===== src/rtl/l1a_pkg.sv =====
// Shared widths and queue depth for the L1A window generator and its channels.
package l1a_pkg;

    localparam int CNT_W_DEF  = 12;
    localparam int OFS_W_DEF  = 4;
    localparam int BEST_W_DEF = 4;
    localparam int RAW_W_DEF  = 5;
    localparam int QDEPTH_DEF = 4;

    // Width needed to hold a pending count in the range 0..qdepth.
    function automatic int pend_width(input int qdepth);
        return (qdepth < 1) ? 1 : $clog2(qdepth + 1);
    endfunction

endpackage


===== src/rtl/l1a_window_gen_if.sv =====
// Trigger inputs, gating flags and readout-window outputs of l1a_window_gen.
interface l1a_window_gen_if
    import l1a_pkg::*;
#(
    parameter int CNT_W  = CNT_W_DEF,
    parameter int OFS_W  = OFS_W_DEF,
    parameter int BEST_W = BEST_W_DEF,
    parameter int RAW_W  = RAW_W_DEF
);
    logic              l1a_in;
    logic              valor;
    logic              send_empty;
    logic              track;
    logic              l1a_int_en;
    logic              l1a_fifo_full;
    logic              best_full;
    logic              raw_full;
    logic              raw_we_en;
    logic [BEST_W-1:0] best_wnd;
    logic [RAW_W-1:0]  raw_wnd;
    logic [OFS_W-1:0]  l1a_offset;
    logic              l1a_outp;
    logic              best_we;
    logic              raw_we;
    logic              busy;
    logic [CNT_W-1:0]  l1a_in_count;
    logic [CNT_W-1:0]  l1a_acc_count;

    modport master (
        output l1a_in, valor, send_empty, track, l1a_int_en,
               l1a_fifo_full, best_full, raw_full, raw_we_en,
               best_wnd, raw_wnd, l1a_offset,
        input  l1a_outp, best_we, raw_we, busy, l1a_in_count, l1a_acc_count
    );

    modport slave (
        input  l1a_in, valor, send_empty, track, l1a_int_en,
               l1a_fifo_full, best_full, raw_full, raw_we_en,
               best_wnd, raw_wnd, l1a_offset,
        output l1a_outp, best_we, raw_we, busy, l1a_in_count, l1a_acc_count
    );

endinterface


===== src/rtl/l1a_wnd_chan.sv =====
// One readout write-enable window engine: runs a window of latched length per
// request and queues requests that arrive while a window is open.
module l1a_wnd_chan
    import l1a_pkg::*;
#(
    parameter int LEN_W  = 4,
    parameter int QDEPTH = 4
) (
    input  logic             clk,
    input  logic             reset,
    input  logic             req,
    input  logic [LEN_W-1:0] wnd,
    output logic             we,
    output logic             pend_full
);

    localparam int PEND_W = pend_width(QDEPTH);
    localparam logic [LEN_W-1:0]  LEN_ONE   = LEN_W'(1);
    localparam logic [LEN_W-1:0]  LEN_ZERO  = LEN_W'(0);
    localparam logic [PEND_W-1:0] PEND_ONE  = PEND_W'(1);
    localparam logic [PEND_W-1:0] PEND_ZERO = PEND_W'(0);
    localparam logic [PEND_W-1:0] PEND_MAX  = PEND_W'(QDEPTH);

    logic              we_q, we_d;
    logic [LEN_W-1:0]  cnt_q, cnt_d;
    logic [LEN_W-1:0]  len_q, len_d;
    logic [PEND_W-1:0] pend_q, pend_d;

    logic              last_s;
    logic              pend_nz_s;
    logic              start_s;
    logic [LEN_W-1:0]  eff_len_s;

    assign eff_len_s = (wnd == LEN_ZERO) ? LEN_ONE : wnd;
    assign last_s    = we_q & (cnt_q >= len_q);
    assign pend_nz_s = (pend_q != PEND_ZERO);
    assign start_s   = (~we_q | last_s) & (pend_nz_s | req);

    // Window and queue next-state; a start on the last cycle chains windows gaplessly.
    always_comb begin
        we_d   = we_q;
        cnt_d  = cnt_q;
        len_d  = len_q;
        pend_d = pend_q;
        if (start_s) begin
            we_d  = 1'b1;
            cnt_d = LEN_ONE;
            len_d = eff_len_s;
            if (pend_nz_s) begin
                pend_d = pend_q - PEND_ONE + PEND_W'(req);
            end else begin
                pend_d = pend_q;
            end
        end else begin
            if (we_q && !last_s) begin
                cnt_d = cnt_q + LEN_ONE;
            end else begin
                cnt_d = cnt_q;
            end
            if (last_s) begin
                we_d = 1'b0;
            end else begin
                we_d = we_q;
            end
            if (req) begin
                pend_d = pend_q + PEND_ONE;
            end else begin
                pend_d = pend_q;
            end
        end
    end

    // Channel state registers with synchronous active-low reset.
    always_ff @(posedge clk) begin
        if (!reset) begin
            we_q   <= 1'b0;
            cnt_q  <= LEN_ZERO;
            len_q  <= LEN_ZERO;
            pend_q <= PEND_ZERO;
        end else begin
            we_q   <= we_d;
            cnt_q  <= cnt_d;
            len_q  <= len_d;
            pend_q <= pend_d;
        end
    end

    // Full flag looks at next-state so the registered busy tracks pend exactly.
    assign pend_full = (pend_d == PEND_MAX);
    assign we        = we_q;

endmodule


===== src/rtl/l1a_window_gen.sv =====
// Accepts external (edge-detected) or internal L1A triggers, counts them, and
// drives queued best-track / raw-hit readout write-enable windows.
module l1a_window_gen
    import l1a_pkg::*;
#(
    parameter int CNT_W  = CNT_W_DEF,
    parameter int OFS_W  = OFS_W_DEF,
    parameter int BEST_W = BEST_W_DEF,
    parameter int RAW_W  = RAW_W_DEF,
    parameter int QDEPTH = QDEPTH_DEF
) (
    input  logic             clk,
    input  logic             reset,
    l1a_window_gen_if.slave  bus
);

    localparam logic [CNT_W-1:0] CNT_ONE  = CNT_W'(1);
    localparam logic [CNT_W-1:0] CNT_ZERO = CNT_W'(0);

    logic             l1ar_q, l1ar_d;
    logic             busy_q, busy_d;
    logic [CNT_W-1:0] in_cnt_q, in_cnt_d;
    logic [CNT_W-1:0] acc_cnt_q, acc_cnt_d;

    logic             edge_s;
    logic             accept_s;
    logic             acc_raw_s;
    logic             best_full_s;
    logic             raw_full_s;
    logic             best_we_s;
    logic             raw_we_s;
    logic [CNT_W-1:0] cnt_preset_s;

    assign edge_s    = bus.l1a_in & ~l1ar_q;
    assign accept_s  = reset
                     & (edge_s | (bus.track & bus.l1a_int_en))
                     & ~bus.best_full & ~bus.raw_full & ~bus.l1a_fifo_full
                     & (bus.valor | bus.send_empty)
                     & ~busy_q;
    assign acc_raw_s = accept_s & bus.raw_we_en;

    assign cnt_preset_s = CNT_W'(bus.l1a_offset) - CNT_ONE;

    l1a_wnd_chan #(
        .LEN_W  (BEST_W),
        .QDEPTH (QDEPTH)
    ) u_best_chan (
        .clk       (clk),
        .reset     (reset),
        .req       (accept_s),
        .wnd       (bus.best_wnd),
        .we        (best_we_s),
        .pend_full (best_full_s)
    );

    l1a_wnd_chan #(
        .LEN_W  (RAW_W),
        .QDEPTH (QDEPTH)
    ) u_raw_chan (
        .clk       (clk),
        .reset     (reset),
        .req       (acc_raw_s),
        .wnd       (bus.raw_wnd),
        .we        (raw_we_s),
        .pend_full (raw_full_s)
    );

    // Next-state for edge detector, busy flag and wrapping counters.
    always_comb begin
        l1ar_d    = bus.l1a_in;
        busy_d    = best_full_s | raw_full_s;
        in_cnt_d  = in_cnt_q + CNT_W'(bus.l1a_in);
        acc_cnt_d = acc_cnt_q + CNT_W'(accept_s);
    end

    // Top-level registers; the input counter is preset from the offset during reset.
    always_ff @(posedge clk) begin
        if (!reset) begin
            l1ar_q    <= 1'b0;
            busy_q    <= 1'b0;
            in_cnt_q  <= cnt_preset_s;
            acc_cnt_q <= CNT_ZERO;
        end else begin
            l1ar_q    <= l1ar_d;
            busy_q    <= busy_d;
            in_cnt_q  <= in_cnt_d;
            acc_cnt_q <= acc_cnt_d;
        end
    end

    assign bus.l1a_outp      = accept_s;
    assign bus.best_we       = best_we_s;
    assign bus.raw_we        = raw_we_s;
    assign bus.busy          = busy_q;
    assign bus.l1a_in_count  = in_cnt_q;
    assign bus.l1a_acc_count = acc_cnt_q;

endmodule

===== src/flat_wrapper.sv =====
// flat-port wrapper written by rule: the top's interface ports become plain ports
module l1a_window_gen_flat import l1a_pkg::*;
#(
    parameter int CNT_W  = CNT_W_DEF,
    parameter int OFS_W  = OFS_W_DEF,
    parameter int BEST_W = BEST_W_DEF,
    parameter int RAW_W  = RAW_W_DEF,
    parameter int QDEPTH = QDEPTH_DEF
)
  (clk, reset, bus_l1a_in, bus_valor, bus_send_empty, bus_track, bus_l1a_int_en, bus_l1a_fifo_full, bus_best_full, bus_raw_full, bus_raw_we_en, bus_best_wnd, bus_raw_wnd, bus_l1a_offset, bus_l1a_outp, bus_best_we, bus_raw_we, bus_busy, bus_l1a_in_count, bus_l1a_acc_count);
  l1a_window_gen_if #(.CNT_W(CNT_W), .OFS_W(OFS_W), .BEST_W(BEST_W), .RAW_W(RAW_W)) bus_i ();
  input  logic clk;
  input  logic reset;
  input wire logic [$bits(bus_i.l1a_in)-1:0] bus_l1a_in;
  input wire logic [$bits(bus_i.valor)-1:0] bus_valor;
  input wire logic [$bits(bus_i.send_empty)-1:0] bus_send_empty;
  input wire logic [$bits(bus_i.track)-1:0] bus_track;
  input wire logic [$bits(bus_i.l1a_int_en)-1:0] bus_l1a_int_en;
  input wire logic [$bits(bus_i.l1a_fifo_full)-1:0] bus_l1a_fifo_full;
  input wire logic [$bits(bus_i.best_full)-1:0] bus_best_full;
  input wire logic [$bits(bus_i.raw_full)-1:0] bus_raw_full;
  input wire logic [$bits(bus_i.raw_we_en)-1:0] bus_raw_we_en;
  input wire logic [$bits(bus_i.best_wnd)-1:0] bus_best_wnd;
  input wire logic [$bits(bus_i.raw_wnd)-1:0] bus_raw_wnd;
  input wire logic [$bits(bus_i.l1a_offset)-1:0] bus_l1a_offset;
  output wire logic [$bits(bus_i.l1a_outp)-1:0] bus_l1a_outp;
  output wire logic [$bits(bus_i.best_we)-1:0] bus_best_we;
  output wire logic [$bits(bus_i.raw_we)-1:0] bus_raw_we;
  output wire logic [$bits(bus_i.busy)-1:0] bus_busy;
  output wire logic [$bits(bus_i.l1a_in_count)-1:0] bus_l1a_in_count;
  output wire logic [$bits(bus_i.l1a_acc_count)-1:0] bus_l1a_acc_count;
  assign bus_i.l1a_in = bus_l1a_in;
  assign bus_i.valor = bus_valor;
  assign bus_i.send_empty = bus_send_empty;
  assign bus_i.track = bus_track;
  assign bus_i.l1a_int_en = bus_l1a_int_en;
  assign bus_i.l1a_fifo_full = bus_l1a_fifo_full;
  assign bus_i.best_full = bus_best_full;
  assign bus_i.raw_full = bus_raw_full;
  assign bus_i.raw_we_en = bus_raw_we_en;
  assign bus_i.best_wnd = bus_best_wnd;
  assign bus_i.raw_wnd = bus_raw_wnd;
  assign bus_i.l1a_offset = bus_l1a_offset;
  assign bus_l1a_outp = bus_i.l1a_outp;
  assign bus_best_we = bus_i.best_we;
  assign bus_raw_we = bus_i.raw_we;
  assign bus_busy = bus_i.busy;
  assign bus_l1a_in_count = bus_i.l1a_in_count;
  assign bus_l1a_acc_count = bus_i.l1a_acc_count;
  l1a_window_gen #(.CNT_W(CNT_W), .OFS_W(OFS_W), .BEST_W(BEST_W), .RAW_W(RAW_W), .QDEPTH(QDEPTH)) u_core (.clk(clk), .reset(reset), .bus(bus_i));
endmodule

===== config.mk =====
export PLATFORM = sky130hd
export DESIGN_NAME = l1a_window_gen_flat
export DESIGN_NICKNAME = d
export VERILOG_FILES = /design/src/rtl/l1a_pkg.sv /design/src/rtl/l1a_window_gen_if.sv /design/src/rtl/l1a_wnd_chan.sv /design/src/rtl/l1a_window_gen.sv /design/src/flat_wrapper.sv
export SDC_FILE = /design/constraint.sdc
export NUM_CORES = 1
export LEC_CHECK = 0
export ABC_CLOCK_PERIOD_IN_PS = 2700
export CAP_MARGIN = 20
export CORE_MARGIN = 5
export CORE_UTILIZATION = 50
export DETAILED_ROUTE_END_ITERATION = 6
export GPL_ROUTABILITY_DRIVEN = 1
export PLACE_DENSITY = 0.8
export SLEW_MARGIN = 20
export SYNTH_ARGS = -nofsm -noshare
export SYNTH_HDL_FRONTEND = slang
export SYNTH_SLANG_ARGS = --single-unit

===== constraint.sdc =====
create_clock -name clk -period 2.7 [get_ports clk]
set_input_delay 0.27 -clock clk [delete_from_list [all_inputs] [get_ports clk]]
set_output_delay 0.27 -clock clk [all_outputs]
set_load 0.01 [all_outputs]

# After elaboration in Yosys (flattened, before gate mapping)
# Cells that the tools add are included.
# W data, S select, Z words.
totals:
  in_bits: 24
  elab_cells: 88
  regBits: 52
  output_inout_bits: 28
classes:
  n_mux: 17
  n_eq_ne: 2
  n_bitwise: 28
  n_addsub: 11
  reduce_logical: 14
  order_cmp: 2
ops:
  columns: ["operator", "count"]
  rows:
  - ["$add A12 B1 Y12", 2]
  - ["$mux W3", 6]
  - ["$and A1 B1 Y1", 13]
  - ["$mux W12", 1]
  - ["$mux W1", 8]
  - ["$not A1 Y1", 8]
  - ["$reduce_bool A2 Y1", 4]
  - ["$or A1 B1 Y1", 7]
  - ["$add A3 B1 Y3", 2]
  - ["$add A3 B1 Y3 const B", 2]
  - ["$eq A3 B3 Y1 const B", 2]
  - ["$reduce_bool A3 Y1", 2]
  - ["$sub A3 B1 Y3 const B", 2]
  - ["$add A5 B1 Y5 const B", 1]
  - ["$ge A5 B5 Y1", 1]
  - ["$logic_not A5 Y1", 1]
  - ["$mux W5", 1]
  - ["$sub A4 B1 Y5 const B", 1]
  - ["$add A4 B1 Y4 const B", 1]
  - ["$ge A4 B4 Y1", 1]
  - ["$logic_not A4 Y1", 1]
  - ["$mux W4", 1]
  - ["$reduce_or A2 Y1", 2]
  - ["$logic_and A1 B1 Y1", 2]
  - ["$logic_not A1 Y1", 2]

# Longest topological paths before layout
logic_depth:
  word_depth: 15
  depth_mapped: 10
  mapped_depth_nobuf: 9

# Hierarchy
# From an unflattened synthesis, not the netlist that was laid out.
hier_totals:
  hier_cells: 334
  area_unflattened_um2: 2941.6
modules_own_cells:
  columns: ["module", "area_each_um2", "instances", "seq_area_each_um2", "cells_per_inst"]
  rows:
  - ["l1a_window_gen", 1282.5, 1, 520.5, 143]
  - ["l1a_wnd_chan (u_core.u_raw_chan)", 910.9, 1, 280.3, 110]
  - ["l1a_wnd_chan (u_core.u_best_chan)", 748.2, 1, 240.2, 81]

# Worst setup path before layout
# OpenSTA, ideal clock, no wires.
synth_path:
  path_kind: "register to register"
  from: "register u_core.u_best_chan.cnt_q[0]"
  to: "register u_core.busy_q, in the netlist u_core.bus.busy"
  n_path_buf: 1
  t_required_ps: 2571
  arrival_time_ps: 2034
  slack_ps: 536
  stages_incl_launch_ff: 10
  path_cell_list: "dfxtp_1 inv_1 ha_1 nand2b_1 a2111oi_1 or2_2 clkbuf_1 a21oi_2 o211ai_1 o211ai_1"
synth_between:
  elab_chain_cells: 7
synth_lines:
  columns: ["element", "line_no", "rtl"]
  rows:
  - ["from (decl)", "l1a_wnd_chan.sv:25", "logic [LEN_W-1:0] cnt_q, cnt_d;"]
  - ["from (signal assigned)", "l1a_wnd_chan.sv:82", "cnt_q <= cnt_d;"]
  - ["$ge A4 B4 Y1", "l1a_wnd_chan.sv:35", "assign last_s = we_q & (cnt_q >= len_q);"]
  - ["$and A1 B1 Y1", "l1a_wnd_chan.sv:35", null]
  - ["$or A1 B1 Y1", "l1a_wnd_chan.sv:37", "assign start_s = (~we_q | last_s) & (pend_nz_s | req);"]
  - ["$and A1 B1 Y1", "l1a_wnd_chan.sv:37", null]
  - ["$mux W3", "l1a_wnd_chan.sv:45", "if (start_s) begin"]
  - ["$eq A3 B3 Y1", "l1a_wnd_chan.sv:89", "assign pend_full = (pend_d == PEND_MAX);"]
  - ["$or A1 B1 Y1", "l1a_window_gen.sv:71", "busy_d = best_full_s | raw_full_s;"]
  - ["to (signal assigned)", "l1a_window_gen.sv:85", "busy_q <= busy_d;"]
  - ["to (decl)", "l1a_window_gen.sv:21", "logic busy_q, busy_d;"]
# No other way between the ends.
# A chain may end at the register's enable or synchronous reset.

# Worst setup path after layout
layout_path:
  from: "input bus_l1a_in"
  to: "output bus_l1a_outp"
layout_between:
  elab_chain_cells: 8
layout_lines:
  columns: ["element", "line_no", "rtl"]
  rows:
  - ["from (decl)", "flat_wrapper.sv:14", "input wire logic [$bits(bus_i.l1a_in)-1:0] bus_l1a_in;"]
  - ["$and A1 B1 Y1", "l1a_window_gen.sv:34", "assign edge_s = bus.l1a_in & ~l1ar_q;"]
  - ["$or A1 B1 Y1", "l1a_window_gen.sv:36", "& (edge_s | (bus.track & bus.l1a_int_en))"]
  - ["$and A1 B1 Y1", "l1a_window_gen.sv:36", null]
  - ["$and A1 B1 Y1 (3 in a row)", "l1a_window_gen.sv:37", "& ~bus.best_full & ~bus.raw_full & ~bus.l1a_fifo_full"]
  - ["$and A1 B1 Y1", "l1a_window_gen.sv:38", "& (bus.valor | bus.send_empty)"]
  - ["$and A1 B1 Y1", "l1a_window_gen.sv:39", "& ~busy_q;"]
  - ["to (decl)", "flat_wrapper.sv:26", "output wire logic [$bits(bus_i.l1a_outp)-1:0] bus_l1a_outp;"]
# No other way between the ends.

==> flow_metrics.py <==
metrics = {
    "synth": {
        "synth_top_area_cell": "dfxtp_1",
        "yosys-top-cells-count": "52 x dfxtp_1, 43 x nor2_1, 24 x ha_1",
        "yosysWarnings": 0,
        "synthesis.area_um2": 2770,
        "ys_seq_area_share_pct": 37.5,
        "postSynthAreaPerCell_um2": 8.75,
        "synth_top_area_share_pct": 37.5,
        "synth-seq-cells": 52,
        "synth_cell_types": 42,
        "syn_inst": 317,
        "yosysMostFrequentCell": "dfxtp_1",
        "ys_top_cells_by_area": "dfxtp_1 38%, ha_1 11%, nor2_1 5.8%, xor2_1 5.4%, mux2i_1 4.3%",
        "ys.flop_type": "dfxtp_1",
        "syn_nets": 365,
        "async_flop_share_pct": 0,
        "synth-edff-count": 0,
    },
    "routing": {
        "via_per_inst": 5.34,
        "wirelength_um": 5900,
        "drtPass1Iterations": 4,
        "vias": 2378,
        "first_iter_violations": 144,
        "ant_nets": 0,
        "routedWlPerCell_um": 13.2,
        "drcViolationCount": 0,
    },
    "power": {
        "ir_drop_mv": 0.424,
        "p_leak_nw": 1.40,
        "p_sw_share_pct": 38.7,
        "p_switching_mw": 1.09,
        "pwr-share-seq_pct": 36.9,
        "powerDensity_nw_per_um2": 812,
        "pwr-share-clk_pct": 16.3,
        "p_int_mw": 1.73,
        "power_mw": 2.83,
        "comb_power_share_pct": 46.9,
    },
    "place": {
        "place_hpwl_um": 4440,
        "place_worst_setup_slack_ps": 9.30,
        "dp_cells": 437,
        "numPortBuffers": 51,
        "finalWeightedCongestion": 0.868,
    },
    "layout": {
        "final_cell_count_no_fill": 445,
        "seq_area_um2": 1040,
        "fill_cells": 475,
        "multiInputGateArea_um2": 1620,
        "nNetsFinal": 420,
        "diodes": 0,
        "drive_above_1_share_pct": 6.17,
        "syn_to_final_growth_pct": 25.4,
    },
    "timing": {
        "setup_viol": 0,
        "drv_slew": 0,
        "fin_ws_ps": 171,
        "layout_min_cycle_time_ps": 2530,
        "finClkSkew_ps": 2.83,
        "hold_viol_final": 0,
        "fmax_ghz": 0.395,
        "relSlewSlack_pct": 66.4,
        "worst_pin_slew_ps": 503,
        "rsz0062_at_grt": "false",
        "period_share_pct": 93.7,
        "tns_ps": 0,
    },
    "global_routing": {
        "gr-usage-all-layers_pct": 17.5,
        "grt_antenna_before_repair": 0,
        "first_global_vias": 2351,
        "grt_max_degree": 44,
        "grt_pass1_wl_um": 10500,
        "grt_overflow": 0,
    },
    "clock_tree": {
        "clock_latency_ps": 300,
        "cts_tree": "done",
        "clock-sinks": 52,
        "cts_root_buffer": "clkbuf_8",
        "clkTransAtPathRegs_ps": 90,
        "cts-resized-gates": 0,
        "cts.path.max_buffers": 2,
        "cts_hold_buf": 0,
        "htree_levels": 2,
        "cts_buffers": 5,
        "postCtsSetupBuffers": 0,
    },
    "setup_path": {
        "cp-start-kind": "input port",
        "cp.required_ps": 2430,
        "cp-end-kind": "primary output",
        "crit_fanout": 6,
        "worstSetupPathType": "input port to primary output",
        "worstPathArrival_ps": 2260,
    },
    "run": {
        "drv_cap": 0,
    },
    "floorplan": {
        "die_x_um": 84.5,
        "rows": 27,
        "start_util_pct": 51.0,
        "io_pins": 52,
        "die_area_um2": 7140,
        "core_area_um2": 5440,
        "die_h_um": 84.5,
    },
    "worst_hold_path": {
        "holdCritPathClass": "register to register",
    },
    "outcome": {
        "outcome": "complete, no violations",
    },
}
==> kinds of logic after synthesis <==
group | Yosys count | share of synthesized area (%)
XOR/XNOR | 26 | 8.21
multiplexers | 12 | 4.33
buffers and inverters | 29 | 3.92
AND/OR/NAND/NOR | 126 | 23.5
adder cells (fa/ha/maj) | 24 | 10.8
flip-flops | 52 | 37.5
AO/OA/AOI/OAI | 48 | 11.7
==> per-stage QoR <==
step	area, um2	hold WS [ps]	utilization (%)
2_1_floorplan	2770	370	-
3_3_place_gp	3390	473	62.2
6_report	3480	499	64.0
3_5_place_dp	3390	482	62.2
4_1_cts	3480	505	64.0
5_1_grt	3480	555	64.0
==> power groups by stage <==
stage / clock network, mW / logic, mW / registers [mW]
after global placement: 0 / 1.27 / 1.05
final: 0.460 / 1.32 / 1.04
after global routing: 0.503 / 1.50 / 1.06
after floorplan: 0 / 0.957 / 1.05
after CTS: 0.476 / 1.33 / 1.04
after detailed placement: 0 / 1.32 / 1.06
==> layout make-up <==
type	count	area share [%]
inverter	20	2.16
multi-input combinational	236	46.7
clock buffer	7	2.48
timing repair buffer	57	16.0
sequential	52	29.9
tap	72	2.59
clock inverter	1	0.216
==> cells in the final DEF (no fill, tap or decap), types with 2 or more instances in the layout <==
cell type / synthesis / routed
a211oi_1: 5 / 5
a21oi_1: 11 / 11
a21oi_2: 2 / 2
and2_1: 8 / 8
and3_1: 7 / 7
buf_4: 0 / 6
clkbuf_8: 0 / 6
clkdlybuf4s50_1: 0 / 51
dfxtp_1: 52 / 52
ha_1: 24 / 24
inv_1: 19 / 19
mux2i_1: 12 / 12
nand2_1: 14 / 14
nand2b_1: 4 / 4
nand3_1: 15 / 15
nand4_1: 5 / 5
nor2_1: 43 / 43
nor2b_1: 4 / 4
nor3_1: 7 / 7
nor4_1: 5 / 5
o211ai_1: 3 / 3
o21ai_0: 17 / 17
or2_2: 2 / 2
or3_1: 3 / 3
or4_1: 3 / 3
xnor2_1: 9 / 9
xor2_1: 17 / 17
==> final timing paths <==
kind         depth (start not counted)                   startpoint  slack [ps]                         end
max                                  7                   bus_l1a_in         170                bus_l1a_outp
min                                  2   u_core.u_raw_chan.len_q[2]         500  u_core.u_raw_chan.len_q[2]
max reg2reg                          8  u_core.u_best_chan.cnt_q[0]         450             u_core.bus.busy
min reg2reg                          2   u_core.u_raw_chan.len_q[2]         500  u_core.u_raw_chan.len_q[2]
==> flip-flops by register name, indices dropped and copies added (netlist names), 3 cells and up <==
register	count
u_core.u_best_chan.cnt_q	4
u_core.bus.l1a_in_count	12
u_core.u_best_chan.len_q	4
u_core.bus.l1a_acc_count	12
u_core.u_raw_chan.pend_q	3
u_core.u_raw_chan.len_q	5
u_core.u_raw_chan.cnt_q	5
u_core.u_best_chan.pend_q	3
==> metal layers <==
metal	share of wire, %	track usage (%)	vias up
met1	48	23.8	1102
li1	-	-	1211
met4	1.0	3.88	0
met5	0	0	-
met2	45	28.0	58
met3	6.0	4.51	7
==> critical path: stages <==
cell	delay, ps
clkdlybuf4s50_1	500
nor2b_1	230
o221a_4	260
nand2_1	80
buf_4	170
inv_1	150
clkdlybuf4s50_1	590
Note: power is estimated with default switching activity, not from simulation.
